## src/rtl/csr_encoder.sv

```systemverilog
// csr_encoder: streams a dense row-major matrix in and builds its CSR form
// (NV values, CI column indices, RP row pointers) for the sparse multiplier.
module csr_encoder #(
  parameter int data_width_param   = 32,
  parameter int max_elements_param = 16,
  parameter int idx_width_param    = 4
) (
  input  logic                                                 clk_i,
  input  logic                                                 rst_i,
  input  logic                                                 start_i,
  input  logic [idx_width_param-1:0]                           rows_i,
  input  logic [idx_width_param-1:0]                           cols_i,
  input  logic                                                 elem_valid_i,
  input  logic [data_width_param-1:0]                          elem_i,
  output logic                                                 elem_ready_o,
  output logic [0:max_elements_param-1][data_width_param-1:0]  NV_o,
  output logic [0:max_elements_param-1][idx_width_param-1:0]   CI_o,
  output logic [0:max_elements_param-1][idx_width_param-1:0]   RP_o,
  output logic [idx_width_param-1:0]                           nnz_o,
  output logic                                                 busy_o,
  output logic                                                 done_o,
  output logic                                                 overflow_o
);

  localparam int IW = idx_width_param;
  localparam int DW = data_width_param;
  localparam int ME = max_elements_param;

  // Capacity is all-ones so the final row pointer always fits in IW bits.
  localparam logic [IW-1:0] CAP = '1;

  typedef enum logic [1:0] {IDLE, LOAD, DONE} state_t;

  state_t        state;
  logic [IW-1:0] rows_q, cols_q, row_q, col_q;

  logic          clr, accept, elem_nz, store, last_col, last_row, row_end;
  logic [IW-1:0] nnz_next, rp_idx;

  assign clr      = (state == IDLE) && start_i;
  assign accept   = elem_valid_i && elem_ready_o;
  assign elem_nz  = |elem_i;
  assign store    = accept && elem_nz && (nnz_o != CAP);
  assign nnz_next = nnz_o + {{(IW-1){1'b0}}, store};
  assign last_col = (col_q == cols_q - 1'b1);
  assign last_row = (row_q == rows_q - 1'b1);
  assign row_end  = accept && last_col;
  // row_q never exceeds rows-2 when a row ends early, so rp_idx is always >= 1
  // and RP[0] is never written.
  assign rp_idx   = row_q + 1'b1;

  // Per-entry storage: each slot owns its write enable against nnz / rp_idx.
  for (genvar i = 0; i < ME; i++) begin : g_entry
    logic [DW-1:0] nv_e;
    logic [IW-1:0] ci_e, rp_e;

    // NV/CI slot fills when it is the next free position; RP slot on row end.
    always_ff @(posedge clk_i) begin
      if (rst_i || clr) begin
        nv_e <= '0;
        ci_e <= '0;
        rp_e <= '0;
      end else begin
        if (store && (nnz_o == IW'(i))) begin
          nv_e <= elem_i;
          ci_e <= col_q;
        end
        if (row_end && (rp_idx == IW'(i)))
          rp_e <= nnz_next;
      end
    end

    assign NV_o[i] = nv_e;
    assign CI_o[i] = ci_e;
    assign RP_o[i] = rp_e;
  end

  // Control FSM: walks row/col over the latched shape, registered handshakes.
  always_ff @(posedge clk_i) begin
    if (rst_i) begin
      state        <= IDLE;
      rows_q       <= '0;
      cols_q       <= '0;
      row_q        <= '0;
      col_q        <= '0;
      nnz_o        <= '0;
      elem_ready_o <= 1'b0;
      busy_o       <= 1'b0;
      done_o       <= 1'b0;
      overflow_o   <= 1'b0;
    end else begin
      case (state)
        IDLE: begin
          done_o <= 1'b0;
          if (start_i) begin
            rows_q     <= rows_i;
            cols_q     <= cols_i;
            row_q      <= '0;
            col_q      <= '0;
            nnz_o      <= '0;
            overflow_o <= 1'b0;
            if (rows_i == '0 || cols_i == '0) begin
              state  <= DONE;
              done_o <= 1'b1;
            end else begin
              state        <= LOAD;
              elem_ready_o <= 1'b1;
              busy_o       <= 1'b1;
            end
          end
        end
        LOAD: begin
          if (accept) begin
            nnz_o <= nnz_next;
            if (elem_nz && (nnz_o == CAP))
              overflow_o <= 1'b1;
            if (last_col) begin
              col_q <= '0;
              if (last_row) begin
                state        <= DONE;
                elem_ready_o <= 1'b0;
                busy_o       <= 1'b0;
                done_o       <= 1'b1;
              end else begin
                row_q <= row_q + 1'b1;
              end
            end else begin
              col_q <= col_q + 1'b1;
            end
          end
        end
        DONE: begin
          done_o <= 1'b0;
          state  <= IDLE;
        end
        default: state <= IDLE;
      endcase
    end
  end

endmodule

```

## config.mk

```make
export PLATFORM = sky130hd
export DESIGN_NAME = csr_encoder
export DESIGN_NICKNAME = d
export VERILOG_FILES = /design/src/rtl/csr_encoder.sv
export SDC_FILE = /design/constraint.sdc
export NUM_CORES = 1
export LEC_CHECK = 0
export BUFFER_PORTS_ARGS = -buffer_cell sky130_fd_sc_hd__buf_4
export CAP_MARGIN = 20
export CORE_AREA = 2 2 269 271
export CTS_CLUSTER_SIZE = 30
export DETAILED_ROUTE_END_ITERATION = 10
export DIE_AREA = 0 0 271 273
export HOLD_SLACK_MARGIN = 0.03
export PLACE_DENSITY_LB_ADDON = 0.2
export SYNTH_ARGS = -nofsm -noshare
export SYNTH_HDL_FRONTEND = slang
export SYNTH_SLANG_ARGS = --single-unit
```

## constraint.sdc

```tcl
create_clock -name clk_i -period 6.09 [get_ports clk_i]
set_input_delay 0.609 -clock clk_i [delete_from_list [all_inputs] [get_ports clk_i]]
set_output_delay 0.609 -clock clk_i [all_outputs]
set_load 0.05 [all_outputs]
```

==> results.json <==
{
  "tns_ns": 0,
  "post_cts_buffers": 0,
  "cts_root_buf": "clkbuf_16",
  "routabilityCongestion": 0.827,
  "core_area_um2": 71000,
  "crit_chain": "inv_1 -> ha_1 -> and2_1 -> nor2_4 -> buf_12 -> nand2_1 -> o21ai_0",
  "port_buffers": 691,
  "cts.path.max_buffers": 3,
  "vias_per_cell": 4.94,
  "dpl.hpwl_um": 63600,
  "synth.distinct_cells": 50,
  "netlist_top_cells_area": "dfxtp_1 (56%), mux2i_1 (16%), nor2_1 (5.3%)",
  "rsz0062_at_grt": "no",
  "ff2ff_path_depth": 7,
  "max_cap_viol_count": 0,
  "die_area_um2": 74000,
  "grt_max_degree": 202,
  "hp-class": "primary input to register",
  "numCtsBuffers": 74,
  "fmax_mhz": 298,
  "endpoint_kind": "register",
  "whs_ns": 0.273,
  "synth_most_common_cell": "dfxtp_1",
  "yosys-top-cells-count": "dfxtp_1 (665), mux2i_1 (390), nor2_1 (336), nand3_1 (223), o21ai_0 (222)",
  "synth_nets": 2431,
  "ys_warn_count": 0,
  "synth_ff_type": "dfxtp_1",
  "slew_headroom_pct": 27.5,
  "cp_slowest_cell": "nor2_4",
  "yosys.area.top_type_share_pct": 56.0,
  "cts_resized": 0,
  "postSynthCellCount": 2374,
  "nFillCells": 6790,
  "ios": 692,
  "synth-edff-count": 0,
  "layout.nets": 3026,
  "drt-initial-drc-count": 1287,
  "path_clk_slew_ns": 0.06,
  "worst_slack_ns": 2.73,
  "grt_pass1_wl_um": 130000,
  "syn_area_um2": 23800,
  "required_ns": 6.60,
  "grt_pass1_vias": 19035,
  "drtPass1Iterations": 7,
  "post-route-min-period_ns": 3.36,
  "critPathArrivalTime_ns": 3.86,
  "antenna_found_initial": 3,
  "fin_util_pct": 45.0,
  "yosysTopAreaCell": "dfxtp_1",
  "postCtsHoldBufs": 0,
  "wl_per_cell_um": 22.4,
  "grt-ovfl-total": 0,
  "die_w_um": 271,
  "drc": 0,
  "drv_slew": 0,
  "grt.total_usage_pct": 23.2,
  "setup_viol": 0,
  "dp_slack_ns": 1.96,
  "clkLatencyLatePin_ns": 0.60,
  "drt_wl_total_um": 89100,
  "crit_family": "simple AND/OR/NAND/NOR gates",
  "ys_seq_area_share_pct": 56.0,
  "core.rowCount": 98,
  "cpPeakStageDelay_ns": 0.69,
  "r2r_setup_slack_ns": 2.73,
  "multi_input_area_um2": 9390,
  "ctsHtreeMaxLevel": 3,
  "cts.sinks": 665,
  "crit_path_max_fanout": 201,
  "powerDensity_nw_per_um2": 312,
  "ant_nets": 0,
  "die_h_um": 273,
  "ys_ff_latch": 665,
  "r2r-start": "state[0]$_SDFFE_PP0P_",
  "irDropWorstVdd_mv": 0.237,
  "r2r_end": "g_entry[14].nv_e[22]$_SDFFE_PP0P_",
  "clock_skew_ns": 0.0260,
  "postSynthAreaPerCell_um2": 10.0,
  "crit_end": "g_entry[14].nv_e[22]$_SDFFE_PP0P_",
  "hold_viol": 0,
  "ff_latch_area_um2": 13300,
  "period_share_pct": 55.1,
  "cp_num_buf_inv": 2,
  "cp-startpoint": "state[0]$_SDFFE_PP0P_",
  "worstSetupStartpointType": "register",
  "worstSetupPathType": "register to register",
  "vias": 19637,
  "status": "finished clean",
  "syn2layout_area_growth_pct": 34.6,
  "leakage_uw": 0.0160,
  "path_depth": 7,
  "worst_pin_slew_ns": 1.08,
  "cts_tree": "done",
  "async_flop_share_pct": 0,
  "start_util_pct": 33.5,
  "drive_gt1_share_pct": 28.6
}
## where the power goes
group | leakage, µW | total (µW) | switching (µW) | internal (µW)
clock | 0.00123 | 4620 | 1840 | 2780
combinational | 0.00939 | 922 | 729 | 193
sequential | 0.00536 | 4430 | 41.6 | 4390
## layout by cell type, fill, tap and decap left out, drive strengths merged, types with 8 or more instances in the layout
cell	count
clkbuf	114
dfxtp	665
nand3	223
buf	728
nor3	9
a21oi	15
xnor2	8
nor2	336
and3	39
nand2	142
xor2	10
nor4	13
ha	13
o211ai	12
nand4	19
inv	15
o21ai	225
mux2i	390
## worst min path at each step
stage	startpoint	to	slack, ns	cells after the start
after floorplan	rows_q[3]$_SDFFE_PP0P_	rows_q[3]$_SDFFE_PP0P_	0.45	2
after global placement	g_entry[5].rp_e[0]$_SDFFE_PP0P_	g_entry[5].rp_e[0]$_SDFFE_PP0P_	0.45	2
after detailed placement	g_entry[7].rp_e[3]$_SDFFE_PP0P_	g_entry[7].rp_e[3]$_SDFFE_PP0P_	0.45	2
after CTS	cols_i[3]	cols_q[3]$_SDFFE_PP0P_	0.22	3
after global routing	cols_i[3]	cols_q[3]$_SDFFE_PP0P_	0.25	3
final	cols_i[3]	cols_q[3]$_SDFFE_PP0P_	0.27	3
## flip-flops by register name (all words and copies together) (netlist names)
signal,count
row_q,4
g_entry.ci_e,64
state,2
nnz_o,4
g_entry.nv_e,512
overflow_o,1
cols_q,4
col_q,4
rows_q,4
done_o,1
busy_o,1
g_entry.rp_e,64
## per-layer routing
layer | vias up | track usage [%] | routed length, µm
met1 | 9524 | 29.0 | 37800
met5 | - | 0 | 10
met3 | 144 | 6.54 | 6490
li1 | 9303 | - | -
met4 | 2 | 9.39 | 3190
met2 | 664 | 37.6 | 41700
## per-stage QoR
stage | total power [µW] | instance area [µm²] | instances
global route | 10300 | 32000 | 3975
floorplan | 5140 | 23800 | 2374
global placement | 5430 | 29400 | 3840
finish | 9970 | 32000 | 3977
detailed placement | 5440 | 29400 | 3841
CTS | 10100 | 31900 | 3973
## cells by family after synthesis
logic type	Yosys count	share of synthesized area, %
simple gates	801	15.2
flops	665	56.0
buf+inv	219	4.81
compound gates	268	6.14
xor+xnor	18	0.695
mux	390	16.4
fa+ha+maj	13	0.684
## tightest hold or removal path, stage by stage
cell     delay, ns
buf_4         0.11
nand2_1       0.05
a21oi_1       0.05
## final cells by class
cell class	count	area share, %
inverter	10	0.117
sequential	665	41.6
antenna	2	0.0157
tap	950	3.72
clock buffer	114	6.95
multi-input combinational	1490	29.3
clock inverter	18	0.935
timing repair buffer	728	17.3
No activity file was read; power rests on OpenSTA's default activity.
